==> src/rtl/muldiv_pkg.sv <==
// Shared operation codes, state encoding and decode helpers for the
// iterative multiply/divide unit.
package muldiv_pkg;

  typedef enum logic [2:0] {
    MULT  = 3'd0,
    MULTU = 3'd1,
    DIV   = 3'd2,
    DIVU  = 3'd3,
    MTHI  = 3'd4,
    MTLO  = 3'd5
  } muldiv_op_t;

  typedef enum logic [1:0] {
    IDLE  = 2'd0,
    RUN   = 2'd1,
    FIXUP = 2'd2
  } muldiv_state_t;

  function automatic logic is_signed_op(input logic [2:0] op);
    return (op == MULT) || (op == DIV);
  endfunction

  function automatic logic is_div_op(input logic [2:0] op);
    return (op == DIV) || (op == DIVU);
  endfunction

endpackage

==> src/rtl/muldiv_unit.sv <==
// Iterative radix-2 multiply/divide unit with HI/LO result registers,
// sitting beside the execute-stage ALU.
//
// state | meaning
// IDLE  | waiting; accepts mul/div and MTHI/MTLO
// RUN   | one shift-add or restoring-divide step per cycle
// FIXUP | sign correction and HI/LO write, then back to IDLE
module muldiv_unit
  import muldiv_pkg::*;
#(
  parameter int WIDTH = 32
) (
  input  logic             clk,
  input  logic             reset,
  input  logic             start,
  input  logic [2:0]       op,
  input  logic [WIDTH-1:0] srca,
  input  logic [WIDTH-1:0] srcb,
  input  logic             flush,
  output logic             busy,
  output logic             done,
  output logic [WIDTH-1:0] hi,
  output logic [WIDTH-1:0] lo
);

  localparam int CW = $clog2(WIDTH);

  muldiv_state_t state, state_next;

  logic [CW-1:0]      cnt;
  logic [2*WIDTH-1:0] acc;
  logic [WIDTH-1:0]   opb;
  logic               is_div;
  logic               neg_lo;
  logic               neg_hi;
  logic               dbz;

  logic accept_md;
  logic load_hi;
  logic load_lo;
  logic step;
  logic commit;

  logic             a_neg;
  logic             b_neg;
  logic [WIDTH-1:0] a_mag;
  logic [WIDTH-1:0] b_mag;

  logic [WIDTH-1:0]   mul_addend;
  logic [WIDTH:0]     mul_sum;
  logic [2*WIDTH-1:0] mul_next;
  logic [WIDTH:0]     div_shift;
  logic               div_ge;
  logic [WIDTH-1:0]   div_diff;
  logic [2*WIDTH-1:0] div_next;

  logic [2*WIDTH-1:0] prod_fix;
  logic [WIDTH-1:0]   quot;
  logic [WIDTH-1:0]   rem;
  logic [WIDTH-1:0]   res_hi;
  logic [WIDTH-1:0]   res_lo;

  always_ff @(posedge clk or negedge reset) begin
    if (!reset) begin
      state <= IDLE;
    end else begin
      state <= state_next;
    end
  end

  always_comb begin
    state_next = state;
    accept_md  = 1'b0;
    load_hi    = 1'b0;
    load_lo    = 1'b0;
    step       = 1'b0;
    commit     = 1'b0;
    case (state)
      IDLE: begin
        if (start && !flush) begin
          case (op)
            MULT, MULTU, DIV, DIVU: begin
              accept_md  = 1'b1;
              state_next = RUN;
            end
            MTHI:    load_hi = 1'b1;
            MTLO:    load_lo = 1'b1;
            default: ;
          endcase
        end
      end
      RUN: begin
        if (flush) begin
          state_next = IDLE;
        end else begin
          step = 1'b1;
          if (cnt == '0) begin
            state_next = FIXUP;
          end
        end
      end
      FIXUP: begin
        state_next = IDLE;
        commit     = !flush;
      end
      default: state_next = IDLE;
    endcase
  end

  assign busy = (state != IDLE);

  always_comb begin
    a_neg = is_signed_op(op) & srca[WIDTH-1];
    b_neg = is_signed_op(op) & srcb[WIDTH-1];
    a_mag = a_neg ? -srca : srca;
    b_mag = b_neg ? -srcb : srcb;
  end

  // acc holds {partial product, remaining multiplier bits} for multiply and
  // {partial remainder, remaining dividend bits / quotient} for divide.
  always_comb begin
    mul_addend = acc[0] ? opb : '0;
    mul_sum    = {1'b0, acc[2*WIDTH-1:WIDTH]} + {1'b0, mul_addend};
    mul_next   = {mul_sum, acc[WIDTH-1:1]};

    div_shift  = {acc[2*WIDTH-1:WIDTH], acc[WIDTH-1]};
    div_ge     = (div_shift >= {1'b0, opb});
    div_diff   = div_shift[WIDTH-1:0] - opb;
    div_next   = {(div_ge ? div_diff : div_shift[WIDTH-1:0]),
                  acc[WIDTH-2:0], div_ge};
  end

  // With a zero divisor the remainder path walks the dividend magnitude back
  // out, and the dividend-sign correction then restores the original srca.
  always_comb begin
    prod_fix = neg_lo ? -acc : acc;
    quot     = acc[WIDTH-1:0];
    rem      = acc[2*WIDTH-1:WIDTH];
    if (is_div) begin
      res_lo = dbz ? '1 : (neg_lo ? -quot : quot);
      res_hi = neg_hi ? -rem : rem;
    end else begin
      res_lo = prod_fix[WIDTH-1:0];
      res_hi = prod_fix[2*WIDTH-1:WIDTH];
    end
  end

  always_ff @(posedge clk or negedge reset) begin
    if (!reset) begin
      cnt    <= '0;
      acc    <= '0;
      opb    <= '0;
      is_div <= 1'b0;
      neg_lo <= 1'b0;
      neg_hi <= 1'b0;
      dbz    <= 1'b0;
      done   <= 1'b0;
      hi     <= '0;
      lo     <= '0;
    end else begin
      done <= commit;
      if (accept_md) begin
        cnt    <= CW'(WIDTH - 1);
        acc    <= {{WIDTH{1'b0}}, a_mag};
        opb    <= b_mag;
        is_div <= is_div_op(op);
        neg_lo <= a_neg ^ b_neg;
        neg_hi <= a_neg;
        dbz    <= is_div_op(op) && (srcb == '0);
      end else if (step) begin
        acc <= is_div ? div_next : mul_next;
        if (cnt != '0) begin
          cnt <= cnt - CW'(1);
        end
      end
      if (load_hi) begin
        hi <= srca;
      end
      if (load_lo) begin
        lo <= srca;
      end
      if (commit) begin
        hi <= res_hi;
        lo <= res_lo;
      end
    end
  end

endmodule
==> config.mk <==
export PLATFORM = sky130hd
export DESIGN_NAME = muldiv_unit
export DESIGN_NICKNAME = d
export VERILOG_FILES = /design/src/rtl/muldiv_pkg.sv /design/src/rtl/muldiv_unit.sv
export SDC_FILE = /design/constraint.sdc
export NUM_CORES = 1
export LEC_CHECK = 0
export ABC_AREA = 1
export ABC_CLOCK_PERIOD_IN_PS = 6530
export BUFFER_PORTS_ARGS = -buffer_cell sky130_fd_sc_hd__buf_2
export CAP_MARGIN = 20
export CELL_PAD_IN_SITES_DETAIL_PLACEMENT = 1
export CELL_PAD_IN_SITES_GLOBAL_PLACEMENT = 2
export CORE_UTILIZATION = 30
export DETAILED_ROUTE_END_ITERATION = 10
export PLACE_DENSITY = 0.73
export SETUP_SLACK_MARGIN = 0.1
export SYNTH_ARGS = -nofsm -noshare
export SYNTH_HDL_FRONTEND = slang
export SYNTH_SLANG_ARGS = --single-unit
==> constraint.sdc <==
create_clock -name clk -period 6.53 [get_ports clk]
set_input_delay 0.3265 -clock clk [delete_from_list [all_inputs] [get_ports clk]]
set_output_delay 0.3265 -clock clk [all_outputs]
set_load 0.02 [all_outputs]
==> metrics.md, run 1 <==
| Metric | Value |
|---|---|
| Status | `finished, final reports clean` |
| Unrepaired setup endpoints after global routing | `false` |
| Area of the core | `slightly below 60000 um2` |
| H-tree depth | `4` |
| Adder-Cell Fraction of Synth Area | `0.0517` |
| Clock Latency Late Sink | `roughly 0.52 ns` |
| HPWL Detailed | `74700 um` |
| Post-Layout Cell Count | `roughly 3900` |
| Critical path peak fanout | `35` |
| Count of different cell masters after synthesis | `50` |
| Slew headroom | `0.296` |
| Gr ovfl total | `0` |
| Register area share after synthesis | `0.243` |
| Root buffer cell | `clkbuf_16` |
| Port bufs | `136` |
| Period Utilization, post-route | `0.502` |
| Initial DRC count | `1382` |
| Final period demand of the worst path | `between 3 and 4 ns` |
| Post-synthesis mux area share | `0` |
| P&R area growth vs syn | `11.4%` |
| Layout Skew | `around 0.015 ns` |
| Number of setup violations in the final report | `0` |
| CTS buffer count | `17` |
| Placed instance count | `3819` |
| TritonCTS sink count | `around 170` |
| LEAKAGE | `between 10 and 15 nW` |
| DR vias/cell | `5.35` |
| Largest family of logic cells by synthesized area | `simple AND/OR/NAND/NOR gates` |
| GRT Resource Usage Total | `0.304` |
| Die width | `~250 um` |
| Worst-path clk slew | `about 0.08 ns` |
| Fmax | `approximately 300 MHz` |
| Number of synthesized flops with an enable pin | `0` |
| Largest net degree at the start of global routing | `approximately 140` |
| Max Cap Viol | `0` |
| Die area | `60000 um2` |
| # hold bufs at CTS | `1` |
| Mapped Area | `about 18000 um2` |
| Vias | `between 20000 and 25000` |
| Vias in the first global route | `around 21000` |
| Final Net Count | `~3200` |
| Share of cells above drive strength 1 | `0.0881` |
| First-pass GRT wire length | `~130000 um` |
| CTS Buffer Depth | `2` |
| Final Wtd Congestion | `slightly below 1` |
| Die Ht | `approximately 250 um` |
| Maximum vdd drop | `around 0.00025 V` |
| Resized Gates After CTS | `0` |
| Crit-path max cell delay | `roughly 0.43 ns` |
| Asr flop ratio synth | `1.00` |
| Std cell rows | `between 80 and 90` |
| Flops & latches, synth | `approximately 170` |
| Critical Path End Type | `flip-flop` |
| Placed cell areas | `19100 um2` |
| Initial core utilization | `0.305` |
| TritonCTS clock tree | `done` |
| Post-synthesis instance total | `approximately 3000` |
| Reg2reg setup slack | `roughly 3.3 ns` |
| Critical-path top delay cell | `fa_1` |
| Ys Warns | `0` |
| Ranking of synthesized cells by area | `dfrtp_1 24%, nand2_1 20%, inv_1 8.7%` |
| Final Cell Area | `19700 um2` |
| Postcts setup bufs | `0` |
| CP most frequent cell | `nand2_1` |
| CP required | `roughly 7.0 ns` |
| Setup TNS | `0 ns` |
| N_diodes | `0` |
| Largest area contributor in the netlist | `dfrtp_1` |
| Setup crit start kind | `flip-flop` |
| Xor and xnor fraction of the mapped netlist area | `0.0203` |
| Compound-gate portion of the synthesized area | `0.158` |
| Wirelength per Cell | `23.6 um` |
| Crit path max-delay family | `compound AO/OA/AOI/OAI gates` |
| Critical path class | `reg -> reg` |
| CP Cell Sequence | `buf_4 > nand2_1 > inv_1 > ha_1 > inv_1 > fa_1 > o21ai_1 > inv_1 > o21ai_1 > nand2_1 > nand2_1 > nand2_1 > nand3_1 > nand3_1 > o21ai_1` |
| Avg Inst Size Synth | `~5.9 um2` |
| Number of fill cells | `7730` |
| Final ANT Viol Nets | `0` |
| # DRC | `0` |
| Antenna violations before repair | `1` |
| Pwr dens | `between 400 and 500 nW/um2` |
| Pre-antenna DRT Iters | `5` |
| Worst Tran Pin Value | `about 1.1 ns` |
| Synth Area in Simple Gates | `0.413` |
| Drt total wl | `roughly 90000 um` |
| Hold Vio Cnt, Final | `0` |
| CP arrival | `3.72 ns` |
| Syn nets | `between 3000 and 4000` |
| Slew Limit Fails | `0` |
| Worst path bufs/invs | `4` |
| Ports | `~140` |
| Synth Flop Type | `dfrtp_1` |
| Worst min path class | `in -> reg` |
| Yosys top cell area share | `0.243` |
-- state kept, by name (all words and copies together), names as in the netlist --
register / flops
is_div: 1
opb: 32
dbz: 1
lo: 32
neg_lo: 1
done: 1
neg_hi: 1
acc: 64
hi: 32
state: 2
cnt: 5
-- where the power goes --
part           leakage [nW]  total (mW)  internal (mW)  switching [mW]
clock                 0.283        1.10          0.520           0.578
combinational          7.72        4.92           1.45            3.46
sequential             2.11        1.94           1.36           0.582
-- cell usage after synthesis, types with 3 or more instances --
cell,n
xor2_1,29
xnor2_1,12
nor2_4,6
clkbuf_1,47
o31ai_1,7
o21ai_1,36
nand2_1,959
buf_6,5
nand3_1,289
dfrtp_1,172
o21a_1,3
inv_2,14
a21oi_2,3
o21ai_0,158
buf_1,13
nand2_2,13
nor4_1,7
o22ai_1,3
o211ai_1,46
nand3b_1,19
nand3_2,4
nor2_2,13
ha_1,70
nor2_1,276
nor3_1,41
or2_2,11
nand4_1,55
a21o_1,5
buf_2,30
a22oi_1,15
a21oi_1,134
o21ai_2,3
a31oi_1,32
inv_1,410
o21bai_1,29
-- area by class of cell --
| cell class | count | area [um2] | area share |
|---|---|---|---|
| clock buffers | 18 | 439 | 0.0223 |
| clock inverters | 14 | 145 | 0.00736 |
| inverters | 426 | 1600 | 0.0811 |
| multi-input cells | 2300 | 11400 | 0.578 |
| flip-flops and latches | 172 | 4310 | 0.218 |
| well taps | 765 | 957 | 0.0485 |
| repair buffers | 157 | 882 | 0.0447 |
-- placed cells by master (no fill, tap or decap), drive strengths merged, types with 43 or more instances in the layout --
cell type,netlist,routed
nand3,293,293
nor2,296,296
dfrtp,172,172
nor3,43,43
a21oi,137,137
nand4,55,55
ha,70,70
nand2,975,975
inv,424,432
buf,48,155
o21ai,199,199
o211ai,46,46
-- tightest hold or removal path: stages --
cell and delay, ns:
buf_2 0.11, inv_1 0.07, o21ai_0 0.08
-- stage by stage --
stage	hold WS [ns]	setup slack (ns)	total power, mW	utilization
finish	0.107	3.25	7.96	0.340
CTS	0.0766	3.26	7.92	0.340
global route	0.108	3.03	8.58	0.340
floorplan	0.0309	4.28	4.99	-
detailed placement	0.294	3.26	6.80	0.330
global placement	0.291	3.22	6.72	0.329
-- worst paths after layout --
| path | startpoint | end | cells past startpoint |
|---|---|---|---|
| max in group asynchronous | reset | is_div | 3 |
| hold reg to reg | lo[1] | lo[1] | 2 |
| setup reg to reg | acc[0] | acc[47] | 15 |
| hold / removal | srcb[0] | opb[0] | 3 |
| setup / recovery | acc[0] | acc[47] | 15 |
| min in group asynchronous | reset | hi[23] | 2 |
-- layer usage --
| layer | up-vias | track usage | routed length, um |
|---|---|---|---|
| li1 | 9883 | - | - |
| met1 | 10200 | 0.404 | 41800 |
| met2 | 443 | 0.503 | 42600 |
| met3 | 79 | 0.0407 | 3660 |
| met4 | 2 | 0.103 | 2740 |
| met5 | - | 0 | 13 |
-- cell families after synthesis --
family                     count (synthesis)
buffers and inverters                    521
DFF                                      172
and+or+nand+nor                         1705
xor gates and xnor gates                  41
adders and majority gates                 72
AOI/OAI and AO/OA                        482
(Power assumes the default switching activity.)
==> run 2: changes to the inputs <==
- ABC_CLOCK_PERIOD_IN_PS: 6530 -> 3400
- clock period: 6.53 -> 3.4 ns (I/O delays scaled with it)
==> metrics.md, run 2 (synthesis gave the netlist of run 1 again) <==
| Metric | Value |
|---|---|
| Final Net Count | `3276` |
| Worst Tran Pin Value | `1.12 ns` |
| Critical path class | `reg -> reg` |
| Hold path depth | `3` |
| Hold Vio Cnt, Final | `0` |
| Layout Skew | `approximately 0.018 ns` |
| Antenna violations before repair | `0` |
| Maximum vdd drop | `between 0.0005 and 0.0006 V` |
| Fmax | `around 320 MHz` |
| P&R area growth vs syn | `13.9%` |
| Vias in the first global route | `21000` |
| Start of the worst register-to-register path | `acc[0]` |
| Biggest register | `acc` |
| CP arrival | `~3.5 ns` |
| Wirelength per Cell | `23.9 um` |
| Postcts setup bufs | `0` |
| First-pass GRT wire length | `approximately 140000 um` |
| Critical-path top delay cell | `nor4_1` |
| Drt total wl | `about 94000 um` |
| Most common cell after layout, fill and taps aside | `nand2_1` |
| Slew Limit Fails | `0` |
| Largest net degree at the start of global routing | `85` |
| Slew headroom | `0.255` |
| Unrepaired setup endpoints after global routing | `false` |
| Port bufs | `about 140` |
| CTS buffer count | `17` |
| Resized Gates After CTS | `0` |
| Max Cap Viol | `0` |
| Hold Startpoint | `srcb[7]` |
| Die Ht | `roughly 250 um` |
| Initial DRC count | `around 1500` |
| Die area | `roughly 60000 um2` |
| N_diodes | `0` |
| Initial core utilization | `0.305` |
| CP Cell Sequence | `buf_12 > nand2_1 > inv_1 > ha_1 > nand2_1 > nor4_1 > nand3_1 > nand3_1 > nand3_1 > nand3_1 > nand2_1` |
| Area of the core | `about 58000 um2` |
| Clock Latency Late Sink | `~0.52 ns` |
| H-tree depth | `4` |
| Worst-path clk slew | `approximately 0.090 ns` |
| Vias | `21000` |
| Period Utilization, post-route | `0.906` |
| Std cell rows | `between 80 and 90` |
| CTS Buffer Depth | `2` |
| TritonCTS clock tree | `done` |
| Setup crit start kind | `flip-flop` |
| Pre-antenna DRT Iters | `5` |
| Pwr dens | `between 700 and 800 nW/um2` |
| Die width | `245 um` |
| TritonCTS sink count | `roughly 170` |
| # hold bufs at CTS | `12` |
| Commonest cells after routing, fill and taps aside | `959 x nand2_1, 409 x inv_1, 289 x nand3_1, 273 x nor2_1, 171 x dfrtp_1` |
| Number of setup violations in the final report | `0` |
| Setup TNS | `0 ns` |
| Status | `finished, final reports clean` |
| Final Wtd Congestion | `between 0.9 and 1` |
| Final ANT Viol Nets | `0` |
| RR Endpoint | `acc[59]` |
| Reg2reg setup slack | `about 0.32 ns` |
| Worst min path class | `in -> reg` |
| Gr ovfl total | `0` |
| Final period demand of the worst path | `roughly 3.1 ns` |
| Worst Hold End | `opb[7]` |
| Crit-path max cell delay | `~0.64 ns` |
| DR vias/cell | `about 5.4` |
| HPWL Detailed | `77500 um` |
| Max reg flops | `64` |
| # DRC | `0` |
| Root buffer cell | `clkbuf_16` |
| LEAKAGE | `10.4 nW` |
| CP most frequent cell | `nand3_1` |
| Register-to-Register Path Depth | `11` |
| CP required | `~3.8 ns` |
| Share of cells above drive strength 1 | `0.101` |
| Critical path peak fanout | `29` |
| Critical Path End Type | `flip-flop` |
| GRT Resource Usage Total | `0.312` |
| Final Util | `0.348` |
| Ports | `137` |
[run 2: cell count changes in the layout (fill, tap and decap cells not counted), sizes merged]
cell         previous run  this run
clkbuf                 19        20
inv                   432       429
bufinv                  0         1
buf                   155       203
clkinv                  6         7
dlygate4sd3             1        12
[run 2: metal layers]
metal / routed length, um / up-vias / part of all wire / global-route usage
met3: 3560 / 101 / 0.038 / 0.0342
met5: 0 / - / 0 / 0
met2: 43800 / 536 / 0.47 / 0.515
met4: 3190 / 0 / 0.034 / 0.112
li1: - / 9987 / - / -
met1: 43100 / 10400 / 0.46 / 0.419
[run 2: worst max-delay path by stage]
stage                       from      end  slack [ns]  cells after the start
final                     acc[0]  acc[59]        0.32                     11
after detailed placement  acc[0]  acc[59]        0.33                     11
after CTS                 acc[0]  acc[59]        0.32                     11
after global placement    acc[0]  acc[59]        0.28                     11
after global routing      acc[0]  acc[60]        0.13                     15
after floorplan           acc[0]  acc[52]        1.15                     16
[run 2: final cells by class]
class	count	area (um2)
clock buffer	19	433
timing repair buffer	216	1350
clock inverter	13	135
inverter	426	1600
tap	765	957
fill	7811	37900
multi-input combinational	2300	11400
sequential	172	4310
[run 2: critical path, delay by kind of cell (launching register included)]
| family | cells | cell delay [ns] |
|---|---|---|
| buffers and inverters | 2 | 0.28 |
| DFF | 1 | 0.50 |
| adders and majority gates | 1 | 0.37 |
| and+or+nand+nor | 8 | 1.81 |
[run 2: metrics by stage]
stage                     hold slack (ns)  cell area, um2  instances  setup WS, ns  power (mW)
final                              0.0191           20200       3911         0.319        15.7
after global routing               0.0363           20200       3911         0.130        16.9
after CTS                         0.00589           20200       3911         0.322        15.6
after detailed placement            0.288           19500       3867         0.329        13.5
after global placement              0.283           19500       3867         0.284        13.4
after floorplan                    -0.126           17700       2993          1.15        9.57
[run 2: where the power goes]
part	total [mW]	switching, mW	internal (mW)
logic	10.2	7.17	3.00
registers	3.43	0.805	2.62
clock network	2.12	1.10	1.03
